[src/rtl/btn_pkg.sv]
// btn_pkg
// Shared definitions for the button debounce / step block:
//   - default timing parameters (50 MHz board clock)
//   - rep_state_t : hold-to-repeat FSM state encoding
//   - cnt_width() : counter width helper that never returns zero
package btn_pkg;

    localparam int DEBOUNCE_CYCLES_DEF = 500000;    // 10 ms at 50 MHz
    localparam int REPEAT_DELAY_DEF    = 25000000;  // 500 ms to first repeat
    localparam int REPEAT_RATE_DEF     = 5000000;   // 100 ms between repeats

    typedef enum logic [1:0] {
        IDLE   = 2'd0,
        DELAY  = 2'd1,
        REPEAT = 2'd2
    } rep_state_t;

    // $clog2(1) is 0, which would give a zero-width counter.
    function automatic int cnt_width(input int n);
        return (n < 2) ? 1 : $clog2(n);
    endfunction

endpackage

[src/rtl/btn_debounce_chan.sv]
// btn_debounce_chan
// One button channel: two-flop synchronizer, stability counter producing a
// debounced level with press/release strobes, and a hold-to-repeat FSM.
//
// Ports:
//   clk           board clock, rising edge
//   rst_n         synchronous active-low reset
//   btn_raw       asynchronous bouncing pin, active-high
//   repeat_en     enables hold-to-repeat for this channel
//   btn_level     debounced level
//   btn_press     one-cycle strobe on accepted 0->1
//   btn_release   one-cycle strobe on accepted 1->0
//   repeat_strobe one-cycle strobe from the repeat generator
//
// Repeat FSM:
//   state  | meaning
//   IDLE   | no press being held, or repeat disabled
//   DELAY  | press accepted, counting to first repeat
//   REPEAT | emitting a strobe every REPEAT_RATE cycles
module btn_debounce_chan
    import btn_pkg::*;
#(
    parameter int DEBOUNCE_CYCLES = DEBOUNCE_CYCLES_DEF,
    parameter int REPEAT_DELAY    = REPEAT_DELAY_DEF,
    parameter int REPEAT_RATE     = REPEAT_RATE_DEF
) (
    input  logic clk,
    input  logic rst_n,
    input  logic btn_raw,
    input  logic repeat_en,
    output logic btn_level,
    output logic btn_press,
    output logic btn_release,
    output logic repeat_strobe
);

    localparam int CW = cnt_width(DEBOUNCE_CYCLES);
    localparam int RW = cnt_width((REPEAT_DELAY > REPEAT_RATE) ? REPEAT_DELAY : REPEAT_RATE);

    localparam logic [CW-1:0] CNT_LAST   = CW'(DEBOUNCE_CYCLES - 1);
    localparam logic [RW-1:0] DELAY_LAST = RW'(REPEAT_DELAY - 1);
    localparam logic [RW-1:0] RATE_LAST  = RW'(REPEAT_RATE - 1);

    logic          s1;
    logic          s2;
    logic [CW-1:0] cnt;
    logic          accept;
    logic          press_acc;
    logic          rel_acc;

    rep_state_t    state;
    rep_state_t    state_nxt;
    logic [RW-1:0] rcnt;
    logic [RW-1:0] rcnt_nxt;
    logic          strobe_nxt;

    // Level flips on the edge where the disagreement has lasted DEBOUNCE_CYCLES edges.
    assign accept    = (s2 != btn_level) && (cnt == CNT_LAST);
    assign press_acc = accept && !btn_level;
    assign rel_acc   = accept &&  btn_level;

    always_ff @(posedge clk) begin
        if (!rst_n) begin
            s1          <= 1'b0;
            s2          <= 1'b0;
            cnt         <= '0;
            btn_level   <= 1'b0;
            btn_press   <= 1'b0;
            btn_release <= 1'b0;
        end else begin
            s1          <= btn_raw;
            s2          <= s1;
            btn_press   <= press_acc;
            btn_release <= rel_acc;
            if (s2 == btn_level) begin
                cnt <= '0;
            end else if (accept) begin
                cnt       <= '0;
                btn_level <= ~btn_level;
            end else begin
                cnt <= cnt + 1'b1;
            end
        end
    end

    always_ff @(posedge clk) begin
        if (!rst_n) begin
            state         <= IDLE;
            rcnt          <= '0;
            repeat_strobe <= 1'b0;
        end else begin
            state         <= state_nxt;
            rcnt          <= rcnt_nxt;
            repeat_strobe <= strobe_nxt;
        end
    end

    always_comb begin
        state_nxt  = state;
        rcnt_nxt   = rcnt;
        strobe_nxt = 1'b0;
        // Release or disable wins over everything, including a due strobe.
        if (!repeat_en || rel_acc) begin
            state_nxt = IDLE;
            rcnt_nxt  = '0;
        end else begin
            case (state)
                IDLE: begin
                    rcnt_nxt = '0;
                    if (press_acc) begin
                        state_nxt = DELAY;
                    end
                end
                DELAY: begin
                    if (rcnt == DELAY_LAST) begin
                        strobe_nxt = 1'b1;
                        rcnt_nxt   = '0;
                        state_nxt  = REPEAT;
                    end else begin
                        rcnt_nxt = rcnt + 1'b1;
                    end
                end
                REPEAT: begin
                    if (rcnt == RATE_LAST) begin
                        strobe_nxt = 1'b1;
                        rcnt_nxt   = '0;
                    end else begin
                        rcnt_nxt = rcnt + 1'b1;
                    end
                end
                default: begin
                    state_nxt = IDLE;
                    rcnt_nxt  = '0;
                end
            endcase
        end
    end

endmodule

[src/rtl/btn_debounce_step.sv]
// btn_debounce_step
// Debounces N_BTN raw push-buttons into clean levels plus press / release /
// event strobes for the single-step CPU and front panel.
//
// Ports:
//   clk          board clock (BUFG output), rising edge
//   rst_n        synchronous active-low reset
//   btn_raw      asynchronous bouncing pins, active-high
//   repeat_en    per-channel hold-to-repeat enable
//   btn_level    debounced levels
//   btn_press    one-cycle strobe per accepted 0->1
//   btn_release  one-cycle strobe per accepted 1->0
//   btn_event    btn_press OR repeat strobe
module btn_debounce_step
    import btn_pkg::*;
#(
    parameter int N_BTN           = 4,
    parameter int DEBOUNCE_CYCLES = DEBOUNCE_CYCLES_DEF,
    parameter int REPEAT_DELAY    = REPEAT_DELAY_DEF,
    parameter int REPEAT_RATE     = REPEAT_RATE_DEF
) (
    input  logic             clk,
    input  logic             rst_n,
    input  logic [N_BTN-1:0] btn_raw,
    input  logic [N_BTN-1:0] repeat_en,
    output logic [N_BTN-1:0] btn_level,
    output logic [N_BTN-1:0] btn_press,
    output logic [N_BTN-1:0] btn_release,
    output logic [N_BTN-1:0] btn_event
);

    logic [N_BTN-1:0] rep_strobe;

    for (genvar i = 0; i < N_BTN; i++) begin : g_chan
        btn_debounce_chan #(
            .DEBOUNCE_CYCLES(DEBOUNCE_CYCLES),
            .REPEAT_DELAY   (REPEAT_DELAY),
            .REPEAT_RATE    (REPEAT_RATE)
        ) u_chan (
            .clk          (clk),
            .rst_n        (rst_n),
            .btn_raw      (btn_raw[i]),
            .repeat_en    (repeat_en[i]),
            .btn_level    (btn_level[i]),
            .btn_press    (btn_press[i]),
            .btn_release  (btn_release[i]),
            .repeat_strobe(rep_strobe[i])
        );
    end

    // Press and repeat never coincide: the repeat count starts at the press.
    assign btn_event = btn_press | rep_strobe;

endmodule

[config.mk]
export PLATFORM = sky130hd
export DESIGN_NAME = btn_debounce_step
export DESIGN_NICKNAME = d
export VERILOG_FILES = /design/src/rtl/btn_pkg.sv /design/src/rtl/btn_debounce_chan.sv /design/src/rtl/btn_debounce_step.sv
export SDC_FILE = /design/constraint.sdc
export NUM_CORES = 1
export LEC_CHECK = 0
export ABC_AREA = 0
export ABC_CLOCK_PERIOD_IN_PS = 2200
export CORE_MARGIN = 4
export CORE_UTILIZATION = 30
export DETAILED_ROUTE_END_ITERATION = 10
export PLACE_DENSITY = 0.44
export SLEW_MARGIN = 20
export SYNTH_ARGS = -nofsm -noshare
export SYNTH_HDL_FRONTEND = slang
export SYNTH_SLANG_ARGS = --single-unit
[constraint.sdc]
create_clock -name clk -period 2.2 [get_ports clk]
set_clock_uncertainty 0.05 [all_clocks]
set_input_delay 0.44 -clock clk [delete_from_list [all_inputs] [get_ports clk]]
set_output_delay 0.44 -clock clk [all_outputs]
set_load 0.02 [all_outputs]
Word-level counts from Yosys, hierarchy flattened. Index checks and enable logic that the tools add are counted.

Logic and storage cells: 174. Input port bits: 10. Output and inout port bits: 16. RAM bits: 0. Bits in read-only memories: 0. Memories kept: 0. Flip-flop bits (word level): 208. Bits in latches: 0.

Divide/modulo/power cells: 0. Reduce and logical (&&, ||, !) cells: 44. Muxes and demuxes: 36. Shifts and indexed selects: 0. $mul: 0. Add/sub/neg operators: 8. $lt $le $gt $ge: 0. Bitwise operators: 14. Eq/ne operators: 36.

Operators with widths (count): two-way mux 25 bit (8); case mux 25 bit (2 select lines) (4); adder 25 x 1 -> 25 bit (second input constant) (4); == test 25 x 23 -> 1 bit (second input constant) (4); == test 25 bit (second input constant) (4); adder 19 x 1 -> 19 bit (second input constant) (4); == test 19 bit (second input constant) (4); case mux 2 bit (3 select lines) (4); two-way mux 2 bit (8); inequality test 2 x 1 -> 1 bit (second input constant) (8); inverter 1 bit (13); logical AND 1 bit (12); AND reduction 3 bit (4); OR reduction 3 bit (4); == test 2 x 1 -> 1 bit (second input constant) (4); == test 2 bit (second input constant) (4); logical NOT 1 bit (8); logical NOT 2 bit (4); two-way mux 1 bit (8); case mux 1 bit (2 select lines) (4); AND reduction 2 bit (4); OR reduction 2 bit (4); == test 1 bit (4); logical OR 1 bit (4); other kinds (2) (5).

Depth between registers and ports, before layout.
Word-level depth: 5. Mapped depth: 7. Gate-level depth less buffers: 7.

Cells and area by module. From an unflattened synthesis, not the netlist that was laid out.

Cell total of the unflattened synthesis: 1084. Area total of the unflattened synthesis: 9666.8 µm².

By module, submodules not included: btn_debounce_chan (g_chan[0].u_chan ...) (sequential area each 1041.0 µm², area an instance 2427.3 µm², times used 3, cells an instance 270); btn_debounce_chan (g_chan[3].u_chan) (sequential area each 1041.0 µm², area an instance 2359.8 µm², times used 1, cells an instance 270); btn_debounce_step (sequential area each 0.0 µm², area an instance 25.0 µm², times used 1, cells an instance 4).

Worst setup path before layout. No wires, ideal clock.

Path kind: register to register. Start: reg g_chan[2].u_chan.rcnt[0]. End: reg g_chan[2].u_chan.rcnt[24]. Required time: 2024 ps. Cell stages (with the launch flop): 7. Path buffers: 0. Setup time: 126 ps. Slack: 132 ps. Arrival time: 1892 ps. Period minus slack after synthesis: 2068 ps. Cell sequence: dfxtp_1 ha_1 nand4_1 nor4b_1 nand4_1 xor2_1 nor2_1.

Cells in the longest elaborated chain, start to end: 3. Elaborated cells on any way between the ends: 6. Those cells by class: add/sub: 1; eq/ne: 2; mux: 3.

Ends and longest elaborated chain: start, declared (line btn_debounce_chan.sv:53) `logic [RW-1:0] rcnt;`; start signal, assigned (line btn_debounce_chan.sv:93) `rcnt <= rcnt_nxt;`; adder 25 x 1 -> 25 bit, or another cell as far along (line btn_debounce_chan.sv:120, btn_debounce_chan.sv:128); two-way mux 25 bit, on equally long branches (line btn_debounce_chan.sv:124, btn_debounce_chan.sv:115); case mux 25 bit (2 select lines) (*) (line btn_debounce_chan.sv:107) `case (state)`.

Every way passes the cells marked *; elsewhere a longest branch is shown, timed or not. A chain may end at the register's enable or synchronous reset.

Worst setup path in the final report.
Start: reg g_chan[0].u_chan.repeat_strobe. End: out btn_event[0].

Cells in the longest elaborated chain, start to end: 1.

Ends and longest elaborated chain: start, declared (line btn_debounce_chan.sv:34) `output logic repeat_strobe`; start signal, assigned (line btn_debounce_chan.sv:94) `repeat_strobe <= strobe_nxt;`; OR 4 bit (line btn_debounce_step.sv:52) `assign btn_event = btn_press | rep_strobe;`; end, declared (line btn_debounce_step.sv:29) `output logic [N_BTN-1:0] btn_event`.

No other way between the ends.

==> out/metrics.yaml <==
grt_pass1_vias: 7270
die_area_um2: 34900
vdd_drop_max_mv: 0.471
synth-adder-area-share_pct: 2.61
worstPathArrival_ns: 1.66
cp-end-kind: "output port"
regArea_um2: 4170
holdPathEnd: "g_chan[2].u_chan.s2$_SDFF_PN0_"
cap_violations: 0
initialDrtViolationCount: 336
drc: 0
tightest_slew_ns: 0.539
fin_tns_setup_ns: 0
cp-startpoint: "g_chan[0].u_chan.repeat_strobe$_SDFF_PP0_"
grt.met3_usage_pct: 2.05
clock_tree.buffer_depth: 3
vias: 7447
path_max_fanout: 1
drive_gt1_share_pct: 9.80
p_switching_mw: 1.61
synth_mux_area_share_pct: 0.417
path_delay_family: "buffers and inverters"
clkPwrFrac_pct: 50.8
ys_seq_area_share_pct: 43.4
max_slew_margin_pct: 63.7
syn2layout_area_growth_pct: 19.6
avgSynthCellArea_um2: 8.77
cts_tree: "done"
ff2ff_path_depth: 8
synth_enable_flop_cells: 0
synth-xor-area-share_pct: 15.1
run_status: "finished clean"
p_total_mw: 7.85
coreArea_um2: 31600
dpl.hpwl_um: 13700
fmax_ghz: 0.466
viasPerCell: 4.70
num_antenna_cells: 0
overflow: 0
multi_input_area_um2: 5090
synthArstFlopShare_pct: 0
nFillCells: 3270
period_share_pct: 97.5
top_usage_layer: "met2"
reg2reg_from: "g_chan[1].u_chan.rcnt[17]$_SDFF_PP0_"
hold_buffers: 0
whs_path_depth: 1
synth_compound_area_share_pct: 3.34
fp.dieW_um: 187
rows: 65
synth_simple_gate_area_share_pct: 31.2
ys.flop_type: "dfxtp_1"
nets: 1199
crit_cells: 2
yosys_warnings: 0
r2r_end: "g_chan[1].u_chan.rcnt[21]$_SDFF_PP0_"
hold_path.class: "register to register"
syn_nets: 1124
gp_congestion: 0.763
rrSetupSlack_ns: 0.08
path_buf_inv: 1
met1_usage_pct: 15.2
stdcell_count: 1586
worst-setup-path-type: "register to output port"
avgRoutedWirePerCell_um: 12.4
layout_common_cells: "218 x nor2_1, 206 x dfxtp_1, 89 x xor2_1"
ant_nets: 0
layout_commonest_cell: "nor2_1"
report.final.setup_viol: 0
grt_max_degree: 26
path_clk_slew_ns: 0.06
cts.sinks: 208
power.density_nw_per_um2: 685
drt_pass1_iterations: 4
seq_power_share_pct: 48.2
post-place-ws_ns: 0.0286
hold_start: "g_chan[2].u_chan.s1$_SDFF_PN0_"
switching_share_pct: 20.5
p_comb_share_pct: 1.0
grt_antenna_before_repair: 0
die_height_um: 187
use_met2_pct: 18.2
start_kind: "register"
cts_made_buffers: 25
wirelength_um: 19700
numPortBuffers: 25
clk_latency_ns: 0.52
finalHoldViolCount: 0
num_io_pins: 26
synth_cells: 1094
internal-power_mw: 6.24
final_max_slew_viol_count: 0
ys_ff_latch: 208
start_util_pct: 30.4
htreeDepth: 1
grt.total_usage_pct: 11.2
grt_pass1_wl_um: 34500
crit_path_top_delay_cell: "clkdlybuf4s50_1"
cp.required_ns: 1.71
slowest_delay_ns: 0.54
root_buffer: "clkbuf_16"
fin_crit_ns: 2.15
leakage_nw: 3.72
dpl.cell_count: 1544
ys_types: 56
synthesis.area_um2: 9590
crit_chain: "or2_2, clkdlybuf4s50_1"
rsz0062_at_grt: "false"
synth_top_family_by_area: "simple AND/OR/NAND/NOR gates"
worst_slack_ns: 0.0547
-- worst reg2reg max path: stages (launching register included) --
cell	delay (ns)
dfxtp_1	0.34
nor4bb_2	0.33
buf_4	0.16
nand4b_1	0.15
buf_4	0.19
o31a_1	0.33
o211ai_4	0.22
buf_12	0.18
nor2_1	0.06
-- logic make-up after synthesis --
logic type / after synthesis
flops: 208
mux: 4
fa+ha+maj: 20
simple gates: 586
xor+xnor: 165
buf+inv: 73
compound gates: 38
-- per-stage QoR --
stage          hold slack, ns  util, %  instance area, µm²
2_1_floorplan           0.362        -                9590
3_3_place_gp            0.366     33.7               10600
3_5_place_dp            0.367     33.7               10600
4_1_cts                 0.381     36.2               11400
5_1_grt                 0.396     36.4               11500
6_report                0.379     36.4               11500
-- synth_stat cells (all sizes together), types with 8 or more instances --
library cell	number	area share, %
and2	16	1.0
and3	25	1.6
and4	17	1.6
buf	22	1.9
clkbuf	8	0.31
dfxtp	208	43
ha	20	2.6
inv	43	1.7
nand2	78	3.1
nand3	63	3.3
nand4	51	3.3
nor2	218	8.5
nor3	26	1.4
nor4	28	1.9
nor4b	8	0.73
xnor2	76	6.9
xor2	89	8.1
-- metal layers --
layer	part of all wire, %	vias to the layer above	wire [µm]
met3	3.3	39	646
li1	-	3889	-
met4	2.1	0	414
met5	0	-	0
met2	45	68	8860
met1	50	3451	9830
-- how the worst max path moves through the flow --
stage	end	slack, ns
2_1_floorplan	g_chan[2].u_chan.rcnt[24]$_SDFF_PP0_	0.13
3_3_place_gp	g_chan[1].u_chan.rcnt[7]$_SDFF_PP0_	0.07
3_5_place_dp	g_chan[2].u_chan.state[1]$_SDFFE_PP0P_	0.03
4_1_cts	btn_event[0]	0.005
5_1_grt	g_chan[1].u_chan.rcnt[7]$_SDFF_PP0_	0.0003
6_report	btn_event[0]	0.05
-- flip-flops by register name, summed over array words and instances, names as in the netlist --
name,flops
g_chan.u_chan.btn_press,4
g_chan.u_chan.btn_release,4
g_chan.u_chan.repeat_strobe,4
g_chan.u_chan.state,8
g_chan.u_chan.btn_level,4
g_chan.u_chan.cnt,76
g_chan.u_chan.s1,4
g_chan.u_chan.rcnt,100
g_chan.u_chan.s2,4
-- what timing repair did --
action,CTS,global route
setup buffers,0,0
setup endpoints to repair,0,53
resized for setup,0,10
-- power by group through the flow --
stage | Combinational, mW | Sequential, mW | Clock (mW)
CTS | 0.0849 | 3.78 | 4.17
finish | 0.0821 | 3.78 | 3.99
global route | 0.0905 | 3.78 | 4.33
floorplan | 0.0346 | 3.86 | 0
global placement | 0.0836 | 3.86 | 0
detailed placement | 0.0845 | 3.86 | 0
-- layout make-up --
type                       count  share of cell area [%]
clock buffer                  37                    6.46
timing repair buffer          78                    6.52
clock inverter                 5                   0.491
tap                          402                    4.38
sequential                   208                    36.3
inverter                      43                    1.41
multi-input combinational    813                    44.4
(Power assumes the default switching activity.)
